$ cat config.mk
export PLATFORM = sky130hd
export DESIGN_NAME = mem_port_arb
export DESIGN_NICKNAME = d
export VERILOG_FILES = /design/src/rtl/dioptase_pkg.sv /design/src/rtl/memarb_sel.sv /design/src/rtl/mem_port_arb.sv
export SDC_FILE = /design/constraint.sdc
export NUM_CORES = 1
export LEC_CHECK = 0
export CAP_MARGIN = 20
export CORE_AREA = 2 2 132 134
export DETAILED_ROUTE_END_ITERATION = 16
export DIE_AREA = 0 0 134 136
export HOLD_SLACK_MARGIN = 0.02
export PLACE_DENSITY = 0.48
export SYNTH_ARGS = -nofsm -noshare
export SYNTH_HDL_FRONTEND = slang
export SYNTH_SLANG_ARGS = --single-unit
$ cat constraint.sdc
create_clock -name clk -period 2.6 [get_ports clk]
set_clock_uncertainty 0.05 [all_clocks]
set_input_delay 0.39 -clock clk [delete_from_list [all_inputs] [get_ports clk]]
set_output_delay 0.39 -clock clk [all_outputs]
set_load 0.05 [all_outputs]
$ cat src/rtl/dioptase_pkg.sv
// rtl/dioptase_pkg.sv - shared owner-state enum and memory read latency for the dioptase memory port
package dioptase_pkg;

    typedef enum logic [1:0] {
        IDLE  = 2'd0,
        OWN_A = 2'd1,
        OWN_B = 2'd2
    } owner_t;

    localparam int RD_LATENCY = 1;

endpackage

$ cat src/rtl/memarb_sel.sv
// rtl/memarb_sel.sv - grant selection, owner FSM and B starvation counter (optional stats: MEMARB_STATS_EN)
module memarb_sel
    import dioptase_pkg::*;
#(
    parameter int MAX_WAIT = 4
) (
    input  logic        clk,
    input  logic        reset,
    input  logic        a_req,
    input  logic        b_req,
    input  logic        b_lock,
    output logic        a_gnt,
    output logic        b_gnt
`ifdef MEMARB_STATS_EN
    ,
    output logic [31:0] a_grants,
    output logic [31:0] b_grants,
    output logic [15:0] max_wait
`endif
);

    localparam logic [7:0] WAIT_LIM = 8'(MAX_WAIT);

    owner_t     state;
    logic [7:0] wait_cnt;
    logic       b_pri;

    // Grants are gated by reset so every output reads 0 while reset is held low.
    always_comb begin
        b_pri = (wait_cnt == WAIT_LIM) || ((state == OWN_B) && b_lock && b_req);
        a_gnt = reset && a_req && !(b_pri && b_req);
        b_gnt = reset && b_req && (b_pri || !a_req);
    end

    always_ff @(posedge clk or negedge reset) begin
        if (!reset) begin
            state    <= IDLE;
            wait_cnt <= 8'd0;
        end else begin
            if (a_gnt)
                state <= OWN_A;
            else if (b_gnt)
                state <= OWN_B;
            else
                state <= IDLE;

            if (!b_req || b_gnt)
                wait_cnt <= 8'd0;
            else if (wait_cnt != WAIT_LIM)
                wait_cnt <= wait_cnt + 8'd1;
        end
    end

`ifdef MEMARB_STATS_EN
    always_ff @(posedge clk or negedge reset) begin
        if (!reset) begin
            a_grants <= 32'd0;
            b_grants <= 32'd0;
            max_wait <= 16'd0;
        end else begin
            a_grants <= a_grants + {31'd0, a_gnt};
            b_grants <= b_grants + {31'd0, b_gnt};
            if ({8'd0, wait_cnt} > max_wait)
                max_wait <= {8'd0, wait_cnt};
        end
    end
`endif

endmodule

$ cat src/rtl/mem_port_arb.sv
// rtl/mem_port_arb.sv - two-requester shared memory port arbiter with read return (optional stats: MEMARB_STATS_EN)
module mem_port_arb
    import dioptase_pkg::*;
#(
    parameter int MAX_WAIT = 4
) (
    input  logic        clk,
    input  logic        reset,
    input  logic        a_req,
    input  logic        b_req,
    input  logic [3:0]  a_wen,
    input  logic [3:0]  b_wen,
    input  logic [31:0] a_addr,
    input  logic [31:0] b_addr,
    input  logic [31:0] a_wdata,
    input  logic [31:0] b_wdata,
    input  logic        b_lock,
    output logic        a_gnt,
    output logic        b_gnt,
    output logic        a_rvalid,
    output logic        b_rvalid,
    output logic [31:0] a_rdata,
    output logic [31:0] b_rdata,
    output logic [31:0] mem_raddr,
    input  logic [31:0] mem_rdata,
    output logic [3:0]  mem_wen,
    output logic [31:0] mem_waddr,
    output logic [31:0] mem_wdata
`ifdef MEMARB_STATS_EN
    ,
    output logic [31:0] a_grants,
    output logic [31:0] b_grants,
    output logic [15:0] max_wait
`endif
);

    owner_t rd_issue;
    owner_t rd_pipe [RD_LATENCY];

    memarb_sel #(
        .MAX_WAIT (MAX_WAIT)
    ) u_sel (
        .clk      (clk),
        .reset    (reset),
        .a_req    (a_req),
        .b_req    (b_req),
        .b_lock   (b_lock),
        .a_gnt    (a_gnt),
        .b_gnt    (b_gnt)
`ifdef MEMARB_STATS_EN
        ,
        .a_grants (a_grants),
        .b_grants (b_grants),
        .max_wait (max_wait)
`endif
    );

    always_comb begin
        mem_raddr = 32'd0;
        mem_waddr = 32'd0;
        mem_wen   = 4'd0;
        mem_wdata = 32'd0;
        rd_issue  = IDLE;
        if (a_gnt) begin
            mem_raddr = a_addr;
            mem_waddr = a_addr;
            mem_wen   = a_wen;
            mem_wdata = a_wdata;
            rd_issue  = (a_wen == 4'd0) ? OWN_A : IDLE;
        end else if (b_gnt) begin
            mem_raddr = b_addr;
            mem_waddr = b_addr;
            mem_wen   = b_wen;
            mem_wdata = b_wdata;
            rd_issue  = (b_wen == 4'd0) ? OWN_B : IDLE;
        end
    end

    // Tracks which requester owns the read data arriving after the memory latency.
    always_ff @(posedge clk or negedge reset) begin
        if (!reset) begin
            for (int i = 0; i < RD_LATENCY; i++)
                rd_pipe[i] <= IDLE;
        end else begin
            rd_pipe[0] <= rd_issue;
            for (int i = 1; i < RD_LATENCY; i++)
                rd_pipe[i] <= rd_pipe[i-1];
        end
    end

    always_comb begin
        a_rvalid = (rd_pipe[RD_LATENCY-1] == OWN_A);
        b_rvalid = (rd_pipe[RD_LATENCY-1] == OWN_B);
        a_rdata  = a_rvalid ? mem_rdata : 32'd0;
        b_rdata  = b_rvalid ? mem_rdata : 32'd0;
    end

endmodule

==> flow_summary.rst <==
.. list-table::
   :header-rows: 1

   * - Metric
     - Value
   * - Initial antenna violation count
     - 0
   * - Number of placed cells counting well taps
     - 770
   * - Critical-path cell with the highest stage delay
     - sky130_fd_sc_hd__dfrtp_1
   * - Core footprint
     - 0.0169 mm2
   * - Min-Delay Path Class
     - in2async
   * - Power per cell area
     - slightly below 300 mW/mm2
   * - CTS root buf
     - sky130_fd_sc_hd__clkbuf_16
   * - Post-synth EDFFs
     - 0
   * - Critical path arrival
     - 2.08 ns
   * - Routability congestion estimate from global placement
     - between 0.7 and 0.8
   * - Total number of placement rows
     - 48
   * - Inserted Clock Buffers
     - 3
   * - First element of the critical path
     - u_sel.wait_cnt[0]
   * - Layout cells sized above 1
     - 41.3%
   * - Slew margin rel.
     - about 80%
   * - HPWL after detailed placement
     - 11,300 um
   * - Dominant synthesized flop cell
     - sky130_fd_sc_hd__dfrtp_1
   * - Commonest cells after routing, fill and taps aside
     - sky130_fd_sc_hd__buf_12 (174), sky130_fd_sc_hd__clkdlybuf4s50_1 (171), sky130_fd_sc_hd__and2_1 (66)
   * - Required @ worst endpoint
     - approximately 2.2 ns
   * - Clock insertion delay at the later pin of the skew report
     - 0.24 ns
   * - Wire length of the first global-routing pass
     - 18,900 um
   * - Delay contributed by the slowest stage of the critical path
     - approximately 0.39 ns
   * - Number of distinct library cells after synthesis
     - 28
   * - Summed negative setup slack over all endpoints
     - 0 ns
   * - Most common cell after layout, fill and taps aside
     - sky130_fd_sc_hd__buf_12
   * - Number of instances in the synthesized netlist
     - 246
   * - Total track usage
     - 13.3%
   * - Vertical die dimension
     - 136 um
   * - Post-synthesis async set-or-reset flop share
     - 100%
   * - Number of nets still failing antenna checks after routing
     - 0
   * - Period minus WS final
     - 2.52 ns
   * - Worst-case clock buffer depth
     - 2
   * - Total of buffers placed on input and output ports
     - 340
   * - Post-synthesis average cell area
     - 8.13 um2
   * - Vias in the first global route
     - 3,243
   * - Area of the die
     - 0.0182 mm2
   * - Total via count after detailed routing
     - 3,116
   * - Iteration-0 DRC Markers
     - 53
   * - Final period util
     - 97.0%
   * - Top cell type's share of synthesized area
     - 29.8%
   * - Worst vdd ir
     - between 150 and 200 uV
   * - Yosys Warn Count
     - 0
   * - Clock tree from TritonCTS
     - built
   * - List of cells traversed by the critical path
     - inv_2, ha_1, nor3b_4, nand2_2, a31oi_4, buf_12, buf_12, a22o_2, buf_12
   * - Largest net degree at the start of global routing
     - 39
   * - Synthesis-to-finish area growth
     - 274%
   * - Standard cell area after detailed placement
     - 0.00717 mm2
   * - Top post-synthesis cells by area
     - sky130_fd_sc_hd__a22o_1 (30%), sky130_fd_sc_hd__and2_1 (21%), sky130_fd_sc_hd__dfrtp_1 (15%)
   * - Cell taking the most area after synthesis
     - sky130_fd_sc_hd__a22o_1
   * - Largest delay share family, worst path
     - buffers and inverters
   * - Via density per instance
     - about 4.0
   * - Maximum fanout along the worst path
     - 32
   * - Final core utilization
     - 44.3%
   * - Final Hold Violating Endpoints
     - 0
   * - Setup repair after global routing missed its margin
     - yes
   * - Footprint of the flip-flops and latches
     - 300 um2
   * - Aggregate global routing overflow
     - 0
   * - Net count reported at finish
     - between 700 and 800
   * - Type of origin of the critical path
     - register
   * - Horiz. Die Dim
     - 134 um
   * - Startpoint of the worst-slack reg-to-reg timing path
     - u_sel.wait_cnt[0]
   * - Ant. Diodes
     - 0
   * - Type of element capturing the critical path
     - output port
   * - Final number of setup-violating endpoints
     - 0
   * - Post-synth net total
     - 421
   * - Leakage
     - 3.07 nW
   * - Share of the yosys chip area belonging to registers
     - between 10% and 20%
   * - Number of design rule violations left after detail routing
     - 0
   * - Slew at the pin closest to its max-slew limit
     - 0.294 ns
   * - Total non-filler cell area in the finished layout
     - 0.00748 mm2
   * - Total number of clock tree sinks
     - 12
   * - Post-DR wirelength/cell
     - 16.9 um
   * - Outcome
     - finished, final reports clean
   * - WP buf/inv
     - 4
   * - Starting density of the core
     - 11.9%
   * - Combined area of the multi-input logic cells
     - 0.00144 mm2
   * - Peak Freq
     - slightly below 400 MHz
   * - Synthesis-stage register bit count
     - 12
   * - Cell with the most instances on the worst path
     - sky130_fd_sc_hd__buf_12
   * - Detailed Route WL
     - 13,300 um
   * - Number of filler cells placed in the layout
     - 1,530
   * - CTS H-tree depth
     - 1
   * - Fin cells
     - 784
   * - Netlist area before placement
     - 0.00200 mm2
   * - I/O pin count
     - approximately 340
   * - Worst Hold Margin
     - 0.163 ns
   * - Max Transition Viols Final
     - 0
   * - Max-cap violations
     - 0
   * - Count of TritonRoute iterations in the first routing pass
     - 4
   * - Start-to-end type of the worst setup path
     - reg2out
   * - CTS clk-pin slew, worst paths
     - approximately 0.040 ns
## registers in the layout, summed over array words and instances (netlist names)
name	cells
rd_pipe	2
u_sel.wait_cnt	8
u_sel.state	2
## cells in the mapped netlist, types with 3 or more instances
master	count
sky130_fd_sc_hd__nand2_1	8
sky130_fd_sc_hd__buf_2	7
sky130_fd_sc_hd__nor2b_1	3
sky130_fd_sc_hd__dfrtp_1	12
sky130_fd_sc_hd__nor2_1	8
sky130_fd_sc_hd__buf_6	7
sky130_fd_sc_hd__a22o_1	68
sky130_fd_sc_hd__xnor2_1	4
sky130_fd_sc_hd__nand3_1	3
sky130_fd_sc_hd__clkbuf_1	6
sky130_fd_sc_hd__and2_1	67
sky130_fd_sc_hd__buf_4	32
## cells by family after synthesis
group	count (synthesis)	synth area share [%]
buf+inv	54	19.2
simple gates	99	29.6
flops	12	15.0
compound gates	74	32.7
fa+ha+maj	2	1.25
xor+xnor	5	2.19
## metrics by stage
stage	total power [mW]	worst slack (ns)
3_3_place_gp	1.84	0.0723
5_1_grt	2.29	-0.0346
4_1_cts	2.21	0.0319
2_1_floorplan	0.935	0.0566
6_report	2.20	0.0772
3_5_place_dp	1.85	0.0621
## final cells by class
type / count / area share (%)
clock buffer: 4 / 1.19
inverter: 2 / 0.100
multi-input combinational: 180 / 19.2
tap: 225 / 3.77
timing repair buffer: 361 / 71.7
sequential: 12 / 4.02
## per-layer routing
layer	vias to the layer above	global-route usage, %	part of all wire, %
li1	1481	-	-
met1	1421	15.0	36
met2	207	25.8	54
met3	7	3.39	8.9
met4	0	1.71	0.62
met5	-	0	0
## final timing paths
| check | endpoint | slack [ns] | cells after the start |
|---|---|---|---|
| setup / recovery | mem_raddr[29] | 0.08 | 9 |
| hold / removal | u_sel.wait_cnt[2] | 0.16 | 2 |
| setup reg to reg | rd_pipe[0] | 0.90 | 8 |
| hold reg to reg | u_sel.wait_cnt[7] | 0.56 | 2 |
| max in group asynchronous | u_sel.state[1] | 1.80 | 2 |
| min in group clk | u_sel.state[1] | 0.53 | 3 |
## what timing repair did
item / CTS / global route
endpoints found under the setup margin: 100 / 100
hold buffers: 0 / 1
gates resized for setup: 8 / 7
endpoints found under the hold margin: 0 / 2
setup buffers: 4 / 3
pin swaps: 1 / 3
gates cloned: 1 / 1
## where the power goes
group / switching (mW) / leakage [nW] / internal (mW)
clock network: 0.0800 / 0.0442 / 0.232
logic: 0.811 / 2.86 / 0.881
registers: 0.00441 / 0.164 / 0.195
total: 0.896 / 3.07 / 1.31
No activity file was read; power rests on OpenSTA's default activity.
